<file path="src/rtl/sif_pkg.sv">
// Shared types and helpers for the complex serial-interface (sif) datapath blocks.
package sif_pkg;

  localparam int SIF_WIDTH = 16;

  typedef struct packed {
    logic [SIF_WIDTH-1:0] re;
    logic [SIF_WIDTH-1:0] img;
  } cplx_t;

  typedef enum logic {
    ST_FILL = 1'b0,
    ST_PAIR = 1'b1
  } sif_state_e;

  // Index width for a butterfly span; a span of 1 still needs a 1-bit index port.
  function automatic int sif_idx_w(input int stride);
    return (stride <= 1) ? 1 : $clog2(stride);
  endfunction

endpackage

</file>
<file path="src/rtl/sif_cplx_ram.sv">
// STRIDE-deep complex sample store: one synchronous write port, one asynchronous read port.
module sif_cplx_ram #(
  parameter int WIDTH = 16,
  parameter int DEPTH = 4,
  parameter int AW    = 2
) (
  input  logic             clk,
  input  logic             we,
  input  logic [AW-1:0]    waddr,
  input  logic [WIDTH-1:0] wr_real,
  input  logic [WIDTH-1:0] wr_img,
  input  logic [AW-1:0]    raddr,
  output logic [WIDTH-1:0] rd_real,
  output logic [WIDTH-1:0] rd_img
);

  // Contents need no reset: every entry is written in FILL before PAIR reads it.
  logic [2*WIDTH-1:0] mem_q [DEPTH];

  always_ff @(posedge clk) begin
    if (we) begin
      mem_q[waddr] <= {wr_real, wr_img};
    end
  end

  assign {rd_real, rd_img} = mem_q[raddr];

endmodule

</file>
<file path="src/rtl/sif_pair_split_complex.sv">
// Regroups a serial complex stream into butterfly operand pairs (x[k], x[k+STRIDE]) with pair index k.
module sif_pair_split_complex
  import sif_pkg::*;
#(
  parameter int WIDTH  = 16,
  parameter int STRIDE = 4,
  parameter int IDX_W  = sif_idx_w(STRIDE)
) (
  input  logic             clk,
  input  logic             rst,
  input  logic             I_vld,
  input  logic [WIDTH-1:0] I_real_dat,
  input  logic [WIDTH-1:0] I_img_dat,
  output logic             I_rdy,
  output logic             A_vld,
  output logic [WIDTH-1:0] A_real_dat,
  output logic [WIDTH-1:0] A_img_dat,
  input  logic             A_rdy,
  output logic             B_vld,
  output logic [WIDTH-1:0] B_real_dat,
  output logic [WIDTH-1:0] B_img_dat,
  input  logic             B_rdy,
  output logic [IDX_W-1:0] P_idx
);

  sif_state_e       state_q, state_d;
  logic [IDX_W-1:0] cnt_q, cnt_d;
  logic             vld_q, vld_d;
  logic [WIDTH-1:0] a_real_q, a_real_d;
  logic [WIDTH-1:0] a_img_q, a_img_d;
  logic [WIDTH-1:0] b_real_q, b_real_d;
  logic [WIDTH-1:0] b_img_q, b_img_d;
  logic [IDX_W-1:0] idx_q, idx_d;

  logic             pop;
  logic             i_rdy;
  logic             accept;
  logic             last;
  logic             ram_we;
  logic             load;
  logic [WIDTH-1:0] rd_real;
  logic [WIDTH-1:0] rd_img;

  sif_cplx_ram #(
    .WIDTH (WIDTH),
    .DEPTH (STRIDE),
    .AW    (IDX_W)
  ) u_ram (
    .clk     (clk),
    .we      (ram_we),
    .waddr   (cnt_q),
    .wr_real (I_real_dat),
    .wr_img  (I_img_dat),
    .raddr   (cnt_q),
    .rd_real (rd_real),
    .rd_img  (rd_img)
  );

  always_comb begin
    state_d  = state_q;
    cnt_d    = cnt_q;
    vld_d    = vld_q;
    a_real_d = a_real_q;
    a_img_d  = a_img_q;
    b_real_d = b_real_q;
    b_img_d  = b_img_q;
    idx_d    = idx_q;

    // A pair is consumed only when both operand consumers take it together.
    pop    = vld_q & A_rdy & B_rdy;
    i_rdy  = (state_q == ST_FILL) ? 1'b1 : (!vld_q | pop);
    accept = I_vld & i_rdy;
    last   = (cnt_q == IDX_W'(STRIDE - 1));
    ram_we = accept & (state_q == ST_FILL);
    load   = accept & (state_q == ST_PAIR);

    if (accept) begin
      if (last) begin
        cnt_d   = '0;
        state_d = (state_q == ST_FILL) ? ST_PAIR : ST_FILL;
      end else begin
        cnt_d = cnt_q + 1'b1;
      end
    end

    // Load wins over pop so a simultaneous pop+load streams without a bubble.
    if (load) begin
      vld_d    = 1'b1;
      a_real_d = rd_real;
      a_img_d  = rd_img;
      b_real_d = I_real_dat;
      b_img_d  = I_img_dat;
      idx_d    = cnt_q;
    end else if (pop) begin
      vld_d = 1'b0;
    end
  end

  // ---- output register stage ----
  always_ff @(posedge clk or posedge rst) begin
    if (rst) begin
      state_q  <= ST_FILL;
      cnt_q    <= '0;
      vld_q    <= 1'b0;
      a_real_q <= '0;
      a_img_q  <= '0;
      b_real_q <= '0;
      b_img_q  <= '0;
      idx_q    <= '0;
    end else begin
      state_q  <= state_d;
      cnt_q    <= cnt_d;
      vld_q    <= vld_d;
      a_real_q <= a_real_d;
      a_img_q  <= a_img_d;
      b_real_q <= b_real_d;
      b_img_q  <= b_img_d;
      idx_q    <= idx_d;
    end
  end

  assign I_rdy      = i_rdy;
  assign A_vld      = vld_q;
  assign B_vld      = vld_q;
  assign A_real_dat = a_real_q;
  assign A_img_dat  = a_img_q;
  assign B_real_dat = b_real_q;
  assign B_img_dat  = b_img_q;
  assign P_idx      = idx_q;

endmodule

</file>
<file path="config.mk">
export PLATFORM = sky130hd
export DESIGN_NAME = sif_pair_split_complex
export DESIGN_NICKNAME = d
export VERILOG_FILES = /design/src/rtl/sif_pkg.sv /design/src/rtl/sif_cplx_ram.sv /design/src/rtl/sif_pair_split_complex.sv
export SDC_FILE = /design/constraint.sdc
export NUM_CORES = 1
export LEC_CHECK = 0
export ABC_AREA = 1
export CAP_MARGIN = 20
export CORE_ASPECT_RATIO = 2
export CORE_UTILIZATION = 42
export CTS_BUF_LIST = sky130_fd_sc_hd__clkbuf_2
export CTS_CLUSTER_SIZE = 12
export DETAILED_ROUTE_END_ITERATION = 12
export GPL_TIMING_DRIVEN = 0
export MAX_ROUTING_LAYER = met4
export PLACE_DENSITY = 0.75
export SYNTH_ARGS = -nofsm -noshare
export SYNTH_HDL_FRONTEND = slang
export SYNTH_SLANG_ARGS = --single-unit
</file>
<file path="constraint.sdc">
create_clock -name clk -period 3.9 [get_ports clk]
set_input_delay 0.78 -clock clk [delete_from_list [all_inputs] [get_ports clk]]
set_output_delay 0.78 -clock clk [all_outputs]
set_load 0.005 [all_outputs]
</file>
## Word level (Yosys, flattened, before mapping)

Memories as Yosys holds them, arrays and structs flattened. A register that Yosys moved wholly into a read port is not among the register bits.
Cells that the tools add are included.

- Add/subtract/negate cells: 1
- Equal/unequal tests: 1
- Multiplexer cells: 7
- Bitwise operators: 7
- Reductions and logical operators: 3

Operators by type and width:

| kind | count |
|---|---|
| $mux W1 | 6 |
| $and A1 B1 Y1 | 5 |
| $add A2 B1 Y2 const B | 1 |
| $eq A2 B2 Y1 const B | 1 |
| $mux W2 | 1 |
| $reduce_and A2 Y1 | 1 |
| $reduce_bool A2 Y1 | 1 |
| $logic_not A1 Y1 | 1 |
| $not A1 Y1 | 1 |
| $or A1 B1 Y1 | 1 |

- Flip-flop bits (word level): 38
- Memory bits (writable): 128
- Logic and storage cells: 26
- Memories kept: 1

Memory list:

| memory | words | width | rd ports | clocked after Yosys merged registers in | wr ports | line | text |
|---|---|---|---|---|---|---|---|
| u_ram.mem_q | 4 | 32 | 1 | 1 | 1 | sif_cplx_ram.sv:18 | `logic [2*WIDTH-1:0] mem_q [DEPTH];` |

## Logic depth before layout (Yosys ltp)

Gate-level depths: netlist of run 1.

- Word-level depth: 8
- Gate-level depth with buffers: 8
- Mapped depth without buffers: 6

## Cells and area by module

From an unflattened synthesis of run 1, not the netlist that was laid out.

- Cells, all modules: 812
- Area, all modules: 8275.4 um^2

Modules (own cells, without submodules):

| module | times used | cells an instance | area each (um^2) | sequential area each (um^2) |
|---|---|---|---|---|
| sif_cplx_ram | 1 | 509 | 5437.7 | 3843.7 |
| sif_pair_split_complex | 1 | 303 | 2837.7 | 1751.7 |

## Worst setup path after synthesis of run 1

OpenSTA, ideal clock, no wires.

- Kind: reg2reg
- Start: reg cnt_q[0]
- End: mem u_ram.mem_q[0][0] in the netlist's numbering, enable pin
- Setup time: 0.421 ns
- Data arrival time: 2.353 ns
- Required time: 3.479 ns
- Path slack: 1.126 ns
- Stages on the path, launching flop included: 7
- Buffers on the path: 2
- Period minus slack after synthesis: 2.774 ns
- Cells stage by stage: dfrtp_1 inv_2 buf_2 buf_4 ha_1 inv_1 nor2_1

RTL lines:

| what | line | text |
|---|---|---|
| from (decl) | sif_pair_split_complex.sv:27 | `logic [IDX_W-1:0] cnt_q, cnt_d;` |
| from (signal assigned) | sif_pair_split_complex.sv:112 | `cnt_q <= cnt_d;` |
| to (decl) | sif_cplx_ram.sv:18 |  |

Straight into the memory's write port.

## Worst setup path after layout of run 1

- Start: in B_rdy
- End: out I_rdy

- Word-level cells in the longest chain between the ends: 3

RTL lines:

| what | line | text |
|---|---|---|
| from (decl) | sif_pair_split_complex.sv:22 | `input logic B_rdy,` |
| $and A1 B1 Y1 | sif_pair_split_complex.sv:70 | `pop = vld_q & A_rdy & B_rdy;` |
| $or A1 B1 Y1 | sif_pair_split_complex.sv:71 | `i_rdy = (state_q == ST_FILL) ? 1'b1 : (!vld_q \| pop);` |
| $mux W1 | sif_pair_split_complex.sv:71 |  |
| to (decl) | sif_pair_split_complex.sv:14 | `output logic I_rdy,` |

No other way between the ends.

==> metrics.md, run 1 <==
| Metric | Value |
|---|---|
| Max Root-Sink Buffers | 2 |
| P_leak | 0.00466 uW |
| Worst slew pin tran | 0.925 ns |
| Post-synthesis compound-gate area fraction | 0.185% |
| # Max-Cap Violations | 0 |
| Row count | 71 |
| GPL Wtd Cong | 0.791 |
| Worst setup margin | 1.05 ns |
| Pins over their slew limit | 0 |
| Via count | 5689 |
| Mapped cell area | 8110 um^2 |
| Yosys reg bits | 198 |
| Core occupancy in the finished layout | 52.5% |
| Die area | 19900 um^2 |
| Final WL | 19200 um |
| PortBufs | 105 |
| Largest cells by area after synthesis | edfxtp_1 47%, dfrtp_1 22%, nand2_1 17%, inv_1 6.3%, nand3_1 4.1% |
| Rel. slew slack | 38.3% |
| RSZ-0062 raised after global routing | no |
| Post-CTS setup buffer count | 0 |
| CP arrival | 2.07 ns |
| Simple-gate share of the synthesized area | 21.3% |
| Fillers | 1675 |
| CP most frequent cell | clkdlybuf4s50_1 |
| CTS tree | built |
| Clock Pin Slew Worst Setup and Hold Paths | 0.28 ns |
| Tmin final | 2.85 ns |
| Vert. Die Dim | 198 um |
| Worst-Skew Late Latency | 0.78 ns |
| # nets final | 985 |
| Initial antenna violation count | 1 |
| Via-to-Cell Ratio | 4.69 |
| Core region area | 18800 um^2 |
| YS warnings | 0 |
| R2R setup slack | 1.60 ns |
| Area growth from synthesis to layout | 21.9% |
| NetSw | 2450 uW |
| DR WL/cell | 15.8 um |
| Synth top cells by count | 365 x nand2_1, 135 x inv_1, 128 x edfxtp_1 |
| Worst-path fanout max | 4 |
| Cell taking the most area after synthesis | edfxtp_1 |
| Clock sinks | 198 |
| H-Tree Depth | 4 |
| Clk network pwr share | 15.3% |
| Overflow after GRT | 0 |
| Post-synthesis mux area share | 0% |
| Kind of end point of the critical path | primary output |
| Crit Reg-Reg Startpoint | cnt_q[0] |
| Final Cycle Share | 73.2% |
| P_int | 4280 uW |
| Final hold violation count | 0 |
| Logic pwr share | 39.5% |
| Worst path buffer plus inverter count | 2 |
| Post-route DRC | 0 |
| Startpoint Class | primary input |
| # resized after CTS | 0 |
| Share of cells above drive strength 1 | 7.32% |
| Switching Share | 36.3% |
| Max Freq | 350 MHz |
| Gr usage total | 21.1% |
| Pre-CTS setup slack | 1.04 ns |
| Total CTS buffers | 17 |
| Synth top area share | 47.4% |
| Clock Tree Root | clkbuf_2 |
| Post-route ant nets | 0 |
| Hold buffer count at CTS | 0 |
| Avg Cell Area, Syn | 9.95 um^2 |
| Most used flip-flop cell after synthesis | edfxtp_1 |
| Status | finished, final reports clean |
| Clock skew | 0.0497 ns |
| Largest net degree at the start of global routing | 51 |
| Die width | 100 um |
| Most frequent cell after synthesis | nand2_1 |
| CP max-delay cell | clkdlybuf4s50_1 |
| Cells on worst reg2reg path | 7 |
| First-pass GRT wire length | 29600 um |
| Sequential share of the synthesized area | 69.0% |
| Netlist cell types | 14 |
| Synth Net Count | 856 |
| Iter 0 DRT Violations | 394 |
| Synth Area in Adders | 0.617% |
| Initial core utilization | 43.0% |
| Min-delay worst type | primary input to asynchronous set/reset pin |
| Required time of the critical path | 3.12 ns |
| Max stage delay on crit path | 0.56 ns |
| Number of enable flip-flop cells after synthesis | 128 |
| PwrDens | 681 nW/um^2 |
| Post-Syn Instances | 815 |
| FF/Latch Area | 5600 um^2 |
| Multi-input gate area | 1830 um^2 |
| Worst reg2reg path endpoint | u_ram.mem_q[2][25] |
| Worst vdd ir | 269 uV |
| Crit-path cells | clkdlybuf4s50_1 > nand2_1 > nand3_1 > clkdlybuf4s50_1 |
| Final setup fails | 0 |
| Number of global-route vias before repair | 5644 |
| Top delay family on crit path | buffers and inverters |
| First drt pass iteration count | 5 |
| Main combinational cell family by area after synthesis | simple AND/OR/NAND/NOR gates |
| Async SR Flop Fraction | 35.4% |
| Boundary pin count | 106 |
| Xor and xnor area share after synthesis | 0% |
| Sequential Power Share | 45.1% |
| Kind of critical path | primary input to primary output |
| Post-DP HPWL | 13000 um |
==> per-stage QoR <==
step                instances  cell area [um^2]  total power (uW)  setup TNS [ns]  hold WS (ns)
floorplan                 815              8110              4420               0         0.472
global placement         1175              9480              5630          -62.63         0.460
detailed placement       1180              9630              5770               0         0.464
CTS                      1211              9880              6790               0         0.191
global route             1212              9890              7180               0         0.189
finish                   1212              9890              6730               0         0.251
==> state kept, by name (all words and copies together), names as in the netlist <==
| signal | cells |
|---|---|
| A_img_dat | 16 |
| A_real_dat | 16 |
| A_vld | 1 |
| B_img_dat | 16 |
| B_real_dat | 16 |
| P_idx | 2 |
| cnt_q | 2 |
| state_q | 1 |
| u_ram.mem_q | 128 |
==> cell usage in the layout (no fill, tap or decap) <==
master | Yosys | final
edfxtp_1 | 128 | 128
clkinvlp_4 | 0 | 1
inv_6 | 0 | 3
buf_2 | 14 | 14
buf_4 | 11 | 11
buf_12 | 0 | 2
ha_1 | 4 | 4
clkinv_1 | 0 | 1
bufinv_16 | 0 | 2
dfrtp_1 | 70 | 70
clkbuf_1 | 9 | 9
buf_16 | 0 | 3
clkbuf_2 | 0 | 17
nand2_1 | 365 | 365
nor2_4 | 0 | 4
inv_4 | 0 | 1
clkdlybuf4s50_1 | 0 | 105
inv_8 | 0 | 3
nand3_2 | 1 | 1
inv_2 | 3 | 3
clkinv_4 | 0 | 4
inv_1 | 135 | 134
buf_6 | 1 | 1
o21ai_0 | 3 | 3
nand3_1 | 67 | 67
diode_2 | 0 | 1
==> power by group through the flow <==
stage                     Sequential (uW)  Clock (uW)  Combinational [uW]
after detailed placement             3090           0                2680
final                                3040        1030                2660
after global placement               3090           0                2540
after floorplan                      3090           0                1330
after CTS                            3040        1050                2700
after global routing                 3100        1130                2960
==> logic make-up after synthesis <==
family                   count (synthesis)
AO/OA/AOI/OAI                            3
adder cells (fa/ha/maj)                  4
buffers and inverters                  173
flip-flops                             198
AND/OR/NAND/NOR                        437
==> cell type report <==
cell class,count,share of cell area (%)
Sequential cell,198,56.6
Multi-Input combinational cell,444,18.5
Timing Repair Buffer,110,11.9
Inverter,138,5.27
Tap cell,255,3.23
Buffer,35,2.00
Clock inverter,14,1.68
Clock buffer,17,0.861
Antenna cell,1,0.0253
==> how the worst max path moves through the flow <==
stage	slack, ns	startpoint	cells past startpoint	to
3_5_place_dp	1.04	B_rdy	4	I_rdy
6_report	1.05	B_rdy	4	I_rdy
5_1_grt	0.93	A_vld	2	I_rdy
3_3_place_gp	-0.52	I_vld	3	u_ram.mem_q[1][10]
4_1_cts	0.99	A_vld	2	I_rdy
2_1_floorplan	1.13	cnt_q[0]	6	u_ram.mem_q[0][0]
==> per-layer routing <==
metal / wire length (um) / share of wire [%] / global-route usage, % / vias to the layer above
met1: 6790 / 35 / 21.4 / 2673
met4: 843 / 4.4 / 12.3 / 0
met5: 0 / 0 / - / -
met2: 10400 / 54 / 37.4 / 213
met3: 1140 / 5.9 / 3.87 / 45
li1: - / - / - / 2758
Note: power is estimated with default switching activity, not from simulation.
==> run 2: changes to the inputs <==
--- a/config.mk
+++ b/config.mk
@@ -14,7 +14,7 @@
 export DETAILED_ROUTE_END_ITERATION = 12
 export GPL_TIMING_DRIVEN = 0
 export MAX_ROUTING_LAYER = met4
-export PLACE_DENSITY = 0.75
+export PLACE_DENSITY = 0.78
 export SYNTH_ARGS = -nofsm -noshare
 export SYNTH_HDL_FRONTEND = slang
 export SYNTH_SLANG_ARGS = --single-unit
==> constraint.sdc (replaced) <==
create_clock -name clk -period 2.4 [get_ports clk]
set_input_delay 0.48 -clock clk [delete_from_list [all_inputs] [get_ports clk]]
set_output_delay 0.48 -clock clk [all_outputs]
set_load 0.005 [all_outputs]
==> run 2 against run 1 <==
Compared with the run above:
- clock power is 71% higher
- first-iteration DRC count up 12%
- total power rose by 64%
- flip-flop and latch count stayed put
- die area unchanged
- hold slack improved by 0.029 ns
- non-clock buffer count up 2
- highest routed layer unchanged
==> metrics.md, run 2 (synthesis results as in run 1) <==
| Metric | Value |
|---|---|
| Status | finished, final reports clean |
| Worst slew pin tran | 0.851 ns |
| Via count | 5689 |
| Share of cells above drive strength 1 | 7.92% |
| Kind of critical path | flop to flop |
| Reg with most FFs | u_ram.mem_q |
| Clock sinks | 198 |
| Largest net degree at the start of global routing | 38 |
| H-Tree Depth | 4 |
| Met2 Use GR | 37.0% |
| M1 GR Usage | 22.1% |
| Kind of end point of the critical path | flop |
| Post-layout total power | 11100 uW |
| Final hold violation count | 0 |
| CP most frequent cell | buf_2 |
| Most frequent cells in the layout | 365 x nand2_1, 134 x inv_1, 128 x edfxtp_1 |
| Switching Share | 36.8% |
| CTS tree | built |
| Post-DP HPWL | 13200 um |
| Clk network pwr share | 15.9% |
| Max Root-Sink Buffers | 2 |
| Largest register FFs | 128 |
| Startpoint Class | flop |
| PortBufs | 105 |
| Worst vdd ir | 474 uV |
| Sequential Power Share | 44.8% |
| Worst-Skew Late Latency | 0.79 ns |
| Tmin final | 2.29 ns |
| Die area | 19900 um^2 |
| Clock Tree Root | clkbuf_2 |
| Final WL | 19300 um |
| CP max-delay cell | dfrtp_1 |
| Inst Count DP | 1180 |
| Boundary pin count | 106 |
| Initial antenna violation count | 2 |
| Pins over their slew limit | 0 |
| First drt pass iteration count | 5 |
| GPL Wtd Cong | 0.820 |
| Post-route ant nets | 0 |
| Overflow after GRT | 0 |
| GR Layer Usage met3 | 3.13% |
| Commonest non-fill, non-tap cell in the layout | nand2_1 |
| Initial core utilization | 43.0% |
| Min-delay worst type | primary input to flop |
| Core region area | 18800 um^2 |
| P_int | 7000 uW |
| Vert. Die Dim | 198 um |
| Final Cycle Share | 95.2% |
| Worst-path fanout max | 19 |
| # nets final | 987 |
| Max stage delay on crit path | 0.47 ns |
| Cells on worst reg2reg path | 7 |
| Logic pwr share | 39.3% |
| NetSw | 4070 uW |
| Clock skew | 0.0498 ns |
| Total CTS buffers | 17 |
| Gr usage total | 21.2% |
| DR WL/cell | 15.9 um |
| RSZ-0062 raised after global routing | no |
| Area growth from synthesis to layout | 22.6% |
| First-pass GRT wire length | 29900 um |
| Rel. slew slack | 43.3% |
| CP arrival | 2.78 ns |
| Final setup fails | 0 |
| Clock Pin Slew Worst Setup and Hold Paths | 0.30 ns |
| Hold Path Depth | 3 |
| Post-route DRC | 0 |
| Via-to-Cell Ratio | 4.68 |
| PwrDens | 1110 nW/um^2 |
| Die width | 100 um |
| Number of global-route vias before repair | 5727 |
| Required time of the critical path | 2.89 ns |
| # Max-Cap Violations | 0 |
| Row count | 71 |
| Final Non-Filler Cells | 1216 |
| P_leak | 0.00469 uW |
| Iter 0 DRT Violations | 441 |
| Max Freq | 437 MHz |
| Crit-path cells | buf_2 > inv_2 > buf_2 > ha_1 > inv_1 > nor2_4 > buf_16 |
| Most Crowded Layer GR | met2 |
run 2: cell count changes in the layout (fill, tap and decap cells not counted), moves of 2 or more:
| cell | previous run | this run |
|---|---|---|
| clkinv_8 | 0 | 2 |
| clkinv_4 | 4 | 2 |
| dfrtp_1 | 70 | 68 |
| clkinv_2 | 0 | 2 |
| clkdlybuf4s50_1 | 105 | 103 |
| dfrtp_2 | 0 | 2 |
run 2: routing by layer:
metal,up-vias,share of wire (%)
li1,2773,-
met1,2678,37
met2,194,54
met3,44,4.6
met4,0,4.6
met5,-,0
run 2: layout make-up:
type / instances / area (um^2)
Antenna cell: 2 / 5.00
Buffer: 35 / 198
Clock buffer: 17 / 85.1
Clock inverter: 15 / 189
Fill cell: 1643 / 8900
Inverter: 138 / 520
Multi-Input combinational cell: 444 / 1840
Sequential cell: 198 / 5600
Tap cell: 255 / 319
Timing Repair Buffer: 112 / 1180
run 2: power groups by stage:
| stage | Sequential (uW) | Clock [uW] | Combinational [uW] |
|---|---|---|---|
| 5_1_grt | 5050 | 1930 | 4790 |
| 6_report | 4960 | 1760 | 4350 |
| 4_1_cts | 4960 | 1800 | 4400 |
| 3_5_place_dp | 5030 | 0 | 4360 |
| 2_1_floorplan | 5020 | 0 | 2170 |
| 3_3_place_gp | 5020 | 0 | 4140 |
run 2: worst paths after layout:
kind                               start                 end  slack, ns
max                             cnt_q[1]  u_ram.mem_q[1][11]       0.11
min reg2reg                B_img_dat[14]       B_img_dat[14]       0.52
min in group asynchronous            rst        A_img_dat[5]       0.57
max in group asynchronous            rst               A_vld       1.21
min                        I_real_dat[1]       B_real_dat[1]       0.28
max reg2reg                     cnt_q[1]  u_ram.mem_q[1][11]       0.11
run 2: critical path, delay by kind of cell (launching register included):
family / cells / cell delay (ns)
adders and majority gates: 1 / 0.20
DFF: 1 / 0.47
and+or+nand+nor: 1 / 0.43
buffers and inverters: 5 / 0.88
run 2: per-stage QoR:
stage / setup slack, ns / area, um^2 / hold WS [ns] / util (%) / setup TNS, ns
final: 0.114 / 9940 / 0.281 / 52.8 / 0
after global routing: 0.00402 / 9940 / 0.248 / 52.8 / 0
after CTS: 0.0211 / 9930 / 0.225 / 52.7 / 0
after detailed placement: -0.133 / 9620 / 0.464 / 51.1 / -5.67
after global placement: -1.27 / 9490 / 0.462 / 50.4 / -195.88
after floorplan: 0.146 / 8120 / 0.472 / - / 0
run 2: timing repair:
action | 4_1_cts | 5_1_grt
setup buffers | 1 | 0
endpoints found under the hold margin | 12 | 0
cloned | 0 | 0
hold buffers | 1 | 0
pin swaps | 0 | 1
resized for setup | 5 | 1
endpoints found under the setup margin | 1 | 2
